File: src/rtl/pdb_seq_pkg.sv
// Shared definitions for the PDB power sequencers: FSM state codes,
// common millisecond delay constants and an elaboration-time clog2.
package pdb_seq_pkg;

    typedef enum logic [1:0] {
        IDLE    = 2'd0,
        WAIT_PG = 2'd1,
        STAGGER = 2'd2
    } state_e;

    // Delays expressed in 1 ms ticks
    localparam int unsigned dly_1ms   = 1;
    localparam int unsigned dly_5ms   = 5;
    localparam int unsigned dly_10ms  = 10;
    localparam int unsigned dly_20ms  = 20;
    localparam int unsigned dly_100ms = 100;
    localparam int unsigned dly_1s    = 1000;
    localparam int unsigned dly_5s    = 5000;

    // Bits needed to index 'value' distinct codes; never less than 1
    function automatic int clog2(input int value);
        int res;
        int v;
        res = 0;
        v   = value - 1;
        while (v > 0) begin
            res = res + 1;
            v   = v >> 1;
        end
        if (res < 1) res = 1;
        return res;
    endfunction

endpackage

File: src/rtl/rr_pick.sv
// Combinational round-robin finder: first pending slot after i_last, with wrap.
module rr_pick
    import pdb_seq_pkg::*;
#(
    parameter int NODES = 4
) (
    input  logic [NODES-1:0] i_pending,
    input  logic [2:0]       i_last,
    output logic             o_valid,
    output logic [2:0]       o_idx
);

    localparam int IW = clog2(NODES);

    logic [NODES-1:0] w_hit;
    logic [2:0]       w_cand [NODES];

    // Candidate gi is the slot gi+1 positions after the last grant
    for (genvar gi = 0; gi < NODES; gi++) begin : g_cand
        localparam int OFF = gi + 1;
        assign w_cand[gi] = 3'((int'(i_last) + OFF) % NODES);
        assign w_hit[gi]  = i_pending[w_cand[gi][IW-1:0]];
    end

    // Scan from the farthest candidate down so the nearest hit wins
    always_comb begin
        o_valid = 1'b0;
        o_idx   = i_last;
        for (int k = NODES - 1; k >= 0; k--) begin
            if (w_hit[k]) begin
                o_valid = 1'b1;
                o_idx   = w_cand[k];
            end
        end
    end

endmodule

File: src/rtl/node_pwr_stagger_arb.sv
// Staggered per-node P12V power-on arbiter: one grant at a time, round-robin,
// with a power-good window, bounded retries and an inter-grant gap.
module node_pwr_stagger_arb
    import pdb_seq_pkg::*;
#(
    parameter int NODES         = 4,
    parameter int STAGGER_MS    = dly_20ms,
    parameter int PG_TIMEOUT_MS = 150,
    parameter int RETRY_MAX     = 2
) (
    input  logic             iClk,
    input  logic             iRst,
    input  logic             iTick_1ms,
    input  logic             iEnable,
    input  logic [NODES-1:0] iReq,
    input  logic [NODES-1:0] iPwrgd,
    input  logic             iFault_Clear,
    output logic [NODES-1:0] oNode_EN,
    output logic [NODES-1:0] oNode_Fault,
    output logic             oBusy,
    output logic [2:0]       oGrant_Idx,
    output logic [3:0]       oDBG_State
);

    localparam int CNT_MAX = (STAGGER_MS > PG_TIMEOUT_MS) ? STAGGER_MS : PG_TIMEOUT_MS;
    localparam int CW      = clog2(CNT_MAX + 1);
    localparam int RW      = clog2(RETRY_MAX + 2);
    localparam int IW      = clog2(NODES);

    localparam logic [CW-1:0] PG_TO   = CW'(PG_TIMEOUT_MS);
    localparam logic [CW-1:0] ST_GAP  = CW'(STAGGER_MS);
    localparam logic [CW-1:0] CNT_TOP = CW'(CNT_MAX);
    localparam logic [RW-1:0] RT_LAST = RW'(RETRY_MAX);
    localparam logic [RW-1:0] RT_TOP  = RW'(RETRY_MAX + 1);

    state_e           r_state;
    logic [CW-1:0]    r_cnt;
    logic [NODES-1:0] r_en;
    logic [NODES-1:0] r_fault;
    logic [NODES-1:0] r_pg_seen;
    logic [RW-1:0]    r_retry [NODES];
    logic [2:0]       r_grant;

    logic [NODES-1:0] w_pending;
    logic             w_valid;
    logic [2:0]       w_idx;
    logic [IW-1:0]    w_gi;
    logic [CW-1:0]    w_cnt_inc;

    assign w_pending = iReq & ~r_en & ~r_fault;
    assign w_gi      = r_grant[IW-1:0];
    assign w_cnt_inc = (iTick_1ms && (r_cnt != CNT_TOP)) ? r_cnt + CW'(1) : r_cnt;

    rr_pick #(.NODES(NODES)) u_rr_pick (
        .i_pending (w_pending),
        .i_last    (r_grant),
        .o_valid   (w_valid),
        .o_idx     (w_idx)
    );

    // Later assignments in this block override earlier ones, which encodes the
    // priorities: request drop > FSM outcome > runtime loss > fault clear.
    always_ff @(posedge iClk) begin
        if (iRst) begin
            r_state   <= IDLE;
            r_cnt     <= '0;
            r_en      <= '0;
            r_fault   <= '0;
            r_pg_seen <= '0;
            r_grant   <= '0;
            for (int k = 0; k < NODES; k++) r_retry[k] <= '0;
        end else if (!iEnable) begin
            r_state   <= IDLE;
            r_cnt     <= '0;
            r_en      <= '0;
            r_pg_seen <= '0;
        end else begin
            if (iFault_Clear) begin
                r_fault <= '0;
                for (int k = 0; k < NODES; k++) r_retry[k] <= '0;
            end

            for (int k = 0; k < NODES; k++) begin
                if (r_en[k] && r_pg_seen[k] && !iPwrgd[k]) begin
                    r_en[k]      <= 1'b0;
                    r_pg_seen[k] <= 1'b0;
                    r_fault[k]   <= 1'b1;
                end
            end

            case (r_state)
                IDLE: begin
                    r_cnt <= '0;
                    if (w_valid) begin
                        r_en[w_idx[IW-1:0]] <= 1'b1;
                        r_grant             <= w_idx;
                        r_state             <= WAIT_PG;
                    end
                end
                WAIT_PG: begin
                    if (iPwrgd[w_gi]) begin
                        r_pg_seen[w_gi] <= 1'b1;
                        r_retry[w_gi]   <= '0;
                        r_state         <= STAGGER;
                        r_cnt           <= '0;
                    end else if (r_cnt == PG_TO) begin
                        r_en[w_gi] <= 1'b0;
                        if (r_retry[w_gi] != RT_TOP) r_retry[w_gi] <= r_retry[w_gi] + RW'(1);
                        if (r_retry[w_gi] == RT_LAST) r_fault[w_gi] <= 1'b1;
                        r_state <= STAGGER;
                        r_cnt   <= '0;
                    end else begin
                        r_cnt <= w_cnt_inc;
                    end
                end
                STAGGER: begin
                    if (r_cnt == ST_GAP) begin
                        r_state <= IDLE;
                        r_cnt   <= '0;
                    end else begin
                        r_cnt <= w_cnt_inc;
                    end
                end
                default: begin
                    r_state <= IDLE;
                    r_cnt   <= '0;
                end
            endcase

            for (int k = 0; k < NODES; k++) begin
                if (r_en[k] && !iReq[k]) begin
                    r_en[k]      <= 1'b0;
                    r_pg_seen[k] <= 1'b0;
                    r_retry[k]   <= '0;
                    if ((r_state == WAIT_PG) && (int'(w_gi) == k)) begin
                        r_state <= STAGGER;
                        r_cnt   <= '0;
                    end
                end
            end
        end
    end

    assign oNode_EN    = r_en;
    assign oNode_Fault = r_fault;
    assign oGrant_Idx  = r_grant;
    assign oBusy       = (r_state != IDLE);
    assign oDBG_State  = {2'b00, r_state};

endmodule

File: config.mk
export PLATFORM = sky130hd
export DESIGN_NAME = node_pwr_stagger_arb
export DESIGN_NICKNAME = d
export VERILOG_FILES = /design/src/rtl/pdb_seq_pkg.sv /design/src/rtl/rr_pick.sv /design/src/rtl/node_pwr_stagger_arb.sv
export SDC_FILE = /design/constraint.sdc
export NUM_CORES = 1
export LEC_CHECK = 0
export CORE_ASPECT_RATIO = 0.8
export CORE_MARGIN = 2
export CORE_UTILIZATION = 40
export CTS_CLUSTER_SIZE = 25
export DETAILED_ROUTE_END_ITERATION = 6
export GPL_ROUTABILITY_DRIVEN = 0
export HOLD_SLACK_MARGIN = 0.05
export PLACE_DENSITY_LB_ADDON = 0.2
export SYNTH_ARGS = -nofsm -noshare
export SYNTH_HDL_FRONTEND = slang
export SYNTH_HIERARCHICAL = 1
export SYNTH_SLANG_ARGS = --single-unit
File: constraint.sdc
create_clock -name iClk -period 3.65 [get_ports iClk]
set_input_delay 0.73 -clock iClk [delete_from_list [all_inputs] [get_ports iClk]]
set_output_delay 0.73 -clock iClk [all_outputs]
set_load 0.02 [all_outputs]
### Word-level counts from Yosys, hierarchy flattened

Memory sizes are Yosys's and may differ from the RTL's. A register that Yosys moved wholly into a read port is not among the register bits.
Cells that the tools add are included.

* memory bits (writable): 8
* input port bits: 13
* memories: 1
* bits in registers: 25
* word-level logic and storage cells: 279

Memories
* r_retry: depth 4, width 2, rd ports 1, clocked after memory_dff 1, wr ports 5, RTL line node_pwr_stagger_arb.sv:41 `logic [RW-1:0] r_retry [NODES];`

* multiplexer cells: 144
* add/subtract/negate cells: 6
* reduce and logical (&&, ||, !) cells: 42
* bitwise operators: 47
* magnitude comparators: 8
* eq/ne operators: 18

Operators with widths (number)
* 8-bit two-way mux: 14
* 1-bit two-way mux: 81
* 2-bit two-way mux: 25
* 4-bit two-way mux: 10
* 2-bit == test, second input constant: 12
* 1-bit logical AND: 19
* 2-bit by 3-bit < comparator with 1-bit output, second input constant: 6
* 1-bit AND: 16
* 8-bit one-hot mux with 2 select lines: 1
* 4-bit AND: 3
* 3-bit two-way mux: 4
* 4-bit inverter: 3
* 4-bit OR: 3
* 3-bit OR reduction: 4
* 1-bit binary-select mux with 2-bit select: 5
* 2-bit OR reduction: 5
* 1-bit inverter: 9
* 1-bit OR: 9
* 8-bit by 1-bit adder with 8-bit output, second input constant: 1
* 8-bit by 5-bit == test with 1-bit output, second input constant: 1
* 8-bit == test, second input constant: 1
* 1-bit logical NOT: 8
* 8-bit inequality test, second input constant: 1
* 4-bit one-hot mux with 2 select lines: 1
* other kinds (13): 23

### Longest topological paths before layout

* word-level depth: 21
* mapped depth: 8

### Cells and area by module

Netlist, hierarchy kept.

By module, submodules not included
* node_pwr_stagger_arb: times used 1, area each 2035.7 µm², cells each 209
* rr_pick: times used 1, area each 93.8 µm², cells each 16

### Least setup slack after synthesis

OpenSTA, ideal clock, no wires.

* path kind: register to register
* from: reg with a tool-made name
* to: mem r_retry[0][0] in the netlist's numbering, enable pin
* data required time: 3.283 ns
* arrival: 2.166 ns
* period minus slack after synthesis: 2.533 ns
* stages on the path, launching flop included: 7
* library setup time: 0.367 ns
* path slack: 1.117 ns
* cell sequence: dfxtp_1 > mux4_2 > ha_1 > and3b_1 > a31oi_1 > or2_1 > o311ai_0

RTL lines (RTL line)
* to (decl): node_pwr_stagger_arb.sv:41

==> impl_metrics.json <==
{
  "p_leak_uw": 0.0008689,
  "fin_ws_ps": 747.2,
  "outcome": "finished, final reports clean",
  "rr_worst_depth": 6,
  "drc_errors": 0,
  "num_rows": 23,
  "dieArea_mm2": 0.005927,
  "comb_power_share": 0.216,
  "fin_crit_sh": 0.7953,
  "final_area_mm2": 0.002530,
  "tightest_slew_ps": 703.2,
  "clk_latency_ps": 280,
  "cts_max_level": 2,
  "cts_root_buffer": "clkbuf_8",
  "critPathCaptureType": "flop",
  "hold_slack_ps": 513.5,
  "path_max_fanout": 4,
  "hold_buffers": 0,
  "die_h_um": 69.26,
  "syn_inst": 225,
  "critPathLaunchType": "flop",
  "synth_cell_type_count": 61,
  "maxCapViolCount": 0,
  "crit_end": "r_retry[0][1]",
  "ios": 29,
  "via_count": 1791,
  "ys_async_sr_fraction": 0,
  "reg2reg_to": "r_retry[0][1]",
  "synth_ff_type": "dfxtp_1",
  "setup_violations": 0,
  "synth-warning-count": 6,
  "arrival_ps": 2820,
  "clk_path_buf_depth": 2,
  "grt_overflow": 0,
  "min_path_type": "flop to flop",
  "cts_buffers": 5,
  "skew_ps": 3.369,
  "post_cts_buffers": 0,
  "timing.final.hold_violations": 0,
  "drive_above_1_share": 0.1255,
  "cts.sinks": 35,
  "syn-cell-area_mm2": 0.002130,
  "port_buffers": 26,
  "final_core_util": 0.4995,
  "core_area_mm2": 0.005065,
  "dp.final_hpwl_um": 4116,
  "ant_nets": 0,
  "cts_tree": "built",
  "grt_pass1_wl_um": 9114,
  "start_util": 0.4205,
  "power_switching_uw": 267.8,
  "cellPowerDensity_mw_per_mm2": 350.2,
  "synth_edf_count": 6,
  "first_iter_violations": 118,
  "synth_area_per_cell_um2": 9.465,
  "fin_crit_ps": 2903,
  "maxSlewHeadroom": 0.5253,
  "path_class": "flop to flop",
  "cts_resized": 0,
  "diodes": 0,
  "synth_area_leaders": "dfxtp_1 (27%), edfxtp_1 (8.5%), ha_1 (5.3%)",
  "tns_ps": 0,
  "grt_max_degree": 18,
  "antenna_found_initial": 0,
  "p_sw_frac": 0.3023,
  "postPlaceCellArea_mm2": 0.002446,
  "synth_top_cell_by_area": "dfxtp_1",
  "power.internal_uw": 618.1,
  "p_clk_frac": 0.307,
  "maxSlewViolCount": 0,
  "reg2reg_slack_ps": 750,
  "dieWidth_um": 85.58,
  "hold_path_depth": 2,
  "synth_top_cell_area_share": 0.2726,
  "clk_pin_slew_worst_paths_ps": 70,
  "rsz0062_at_grt": "false",
  "seq_area_frac_synth": 0.3572,
  "drt-total-wl_um": 5370,
  "ir_worst_vdd_mv": 0.2782,
  "vias_per_cell": 5.650,
  "routedWlPerCell_um": 16.94,
  "area_delta_synth_final_pct": 18.80,
  "grt_pass1_vias": 1773,
  "seq_power_share": 0.477,
  "required_ps": 3560,
  "nNetsFinal": 276,
  "fmax_ghz": 0.3445,
  "pre_cts_ws_ps": 528.2,
  "dr.pass1.iters": 4,
  "grt_usage": 0.1937,
  "synth-seq-cells": 35
}
-- worst max-delay path, cell delays in order, from the launching register on --
cell and delay [ps]:
dfxtp_1 380, mux4_2 580, ha_1 230, and3b_1 280
a31oi_1 140, or2_1 270, o311ai_0 650
-- logic make-up after synthesis --
| logic type | count (synthesis) | share of synthesized area |
|---|---|---|
| XOR/XNOR | 7 | 0.02879 |
| other | 1 | 0.001761 |
| flip-flops | 35 | 0.3572 |
| AND/OR/NAND/NOR | 88 | 0.2709 |
| multiplexers | 7 | 0.05053 |
| AO/OA/AOI/OAI | 53 | 0.1839 |
| buffers and inverters | 25 | 0.05405 |
| adder cells (fa/ha/maj) | 9 | 0.05288 |
-- flip-flops by register name, summed over array words and instances, names as in the netlist, named ones only --
signal	count
r_pg_seen	4
r_retry	8
r_state	2
oGrant_Idx	3
oNode_Fault	4
oNode_EN	4
r_cnt	8
-- how the worst min path moves through the flow --
stage	end	start
CTS	r_retry[3][1]	r_retry[3][1]
global route	r_retry[3][0]	r_retry[3][0]
finish	r_retry[3][1]	r_retry[3][1]
global placement	oNode_Fault[2]	oNode_Fault[2]
floorplan	r_retry[3][0]	r_retry[3][0]
detailed placement	r_retry[3][1]	r_retry[3][1]
-- Yosys cell counts (2+ instances only) --
master / instances
nor2_2: 3
a211oi_1: 3
nor4_1: 2
a21oi_1: 4
o21ai_1: 6
nand2b_1: 4
or3b_1: 2
and3_1: 2
nand3_1: 6
o311ai_0: 3
buf_4: 3
a31oi_1: 4
nor2_1: 15
xor2_1: 3
a2111oi_0: 3
mux2i_1: 4
o2111ai_1: 2
xnor2_1: 4
or4_1: 3
inv_1: 16
a41oi_1: 2
buf_2: 2
o22ai_1: 2
edfxtp_1: 6
nor2b_1: 11
dfxtp_1: 29
nand2_1: 14
clkbuf_1: 3
o21ai_0: 5
nor3b_1: 4
or2_2: 2
mux4_2: 3
nor4_2: 8
o32a_1: 2
a32oi_1: 4
ha_1: 9
o211ai_1: 3
-- layout by cell type (no fill, tap or decap), drive strengths merged, types with 3 or more instances in the layout --
cell type       n
nor2           18
nor4           10
a32oi           4
o21ai          12
clkdlybuf4s50  26
buf             4
inv            16
mux2i           4
xor2            3
a211oi          4
xnor2           4
clkbuf          5
mux4            3
o211ai          3
a21oi           4
ha              9
a31oi           4
or4             4
nand2          14
nor2b          12
nor3b           5
nand3           6
edfxtp          6
o311ai          3
nand2b          4
a2111oi         3
or2             3
dfxtp          29
-- per-stage QoR --
stage,std cells,power (uW)
detailed placement,309,621.5
global placement,309,620.0
floorplan,226,553.9
CTS,317,891.0
finish,317,885.9
global route,317,925.4
-- power by group through the flow --
stage	combinational, uW	clock, uW	sequential (uW)
floorplan	118	0	436
global placement	189	0	431
detailed placement	190	0	431
CTS	191	277	423
global route	209	291	426
finish	192	272	422
-- cell type report --
class / count / area, um2
tap: 62 / 77.57
clock buffer: 5 / 68.82
sequential: 35 / 760.7
inverter: 16 / 60.06
timing repair buffer: 30 / 290.3
clock inverter: 3 / 15.01
fill: 496 / 2535
multi-input combinational: 166 / 1257
-- routing by layer --
layer	vias up	part of all wire	routed length (um)	GRT usage
li1	901	-	-	-
met1	844	0.53	2850	0.3040
met2	44	0.42	2274	0.2717
met3	2	0.040	215	0.04405
met4	0	0.0054	29	0.03175
met5	-	0	0	0
Power figures use the tool's default switching activity.
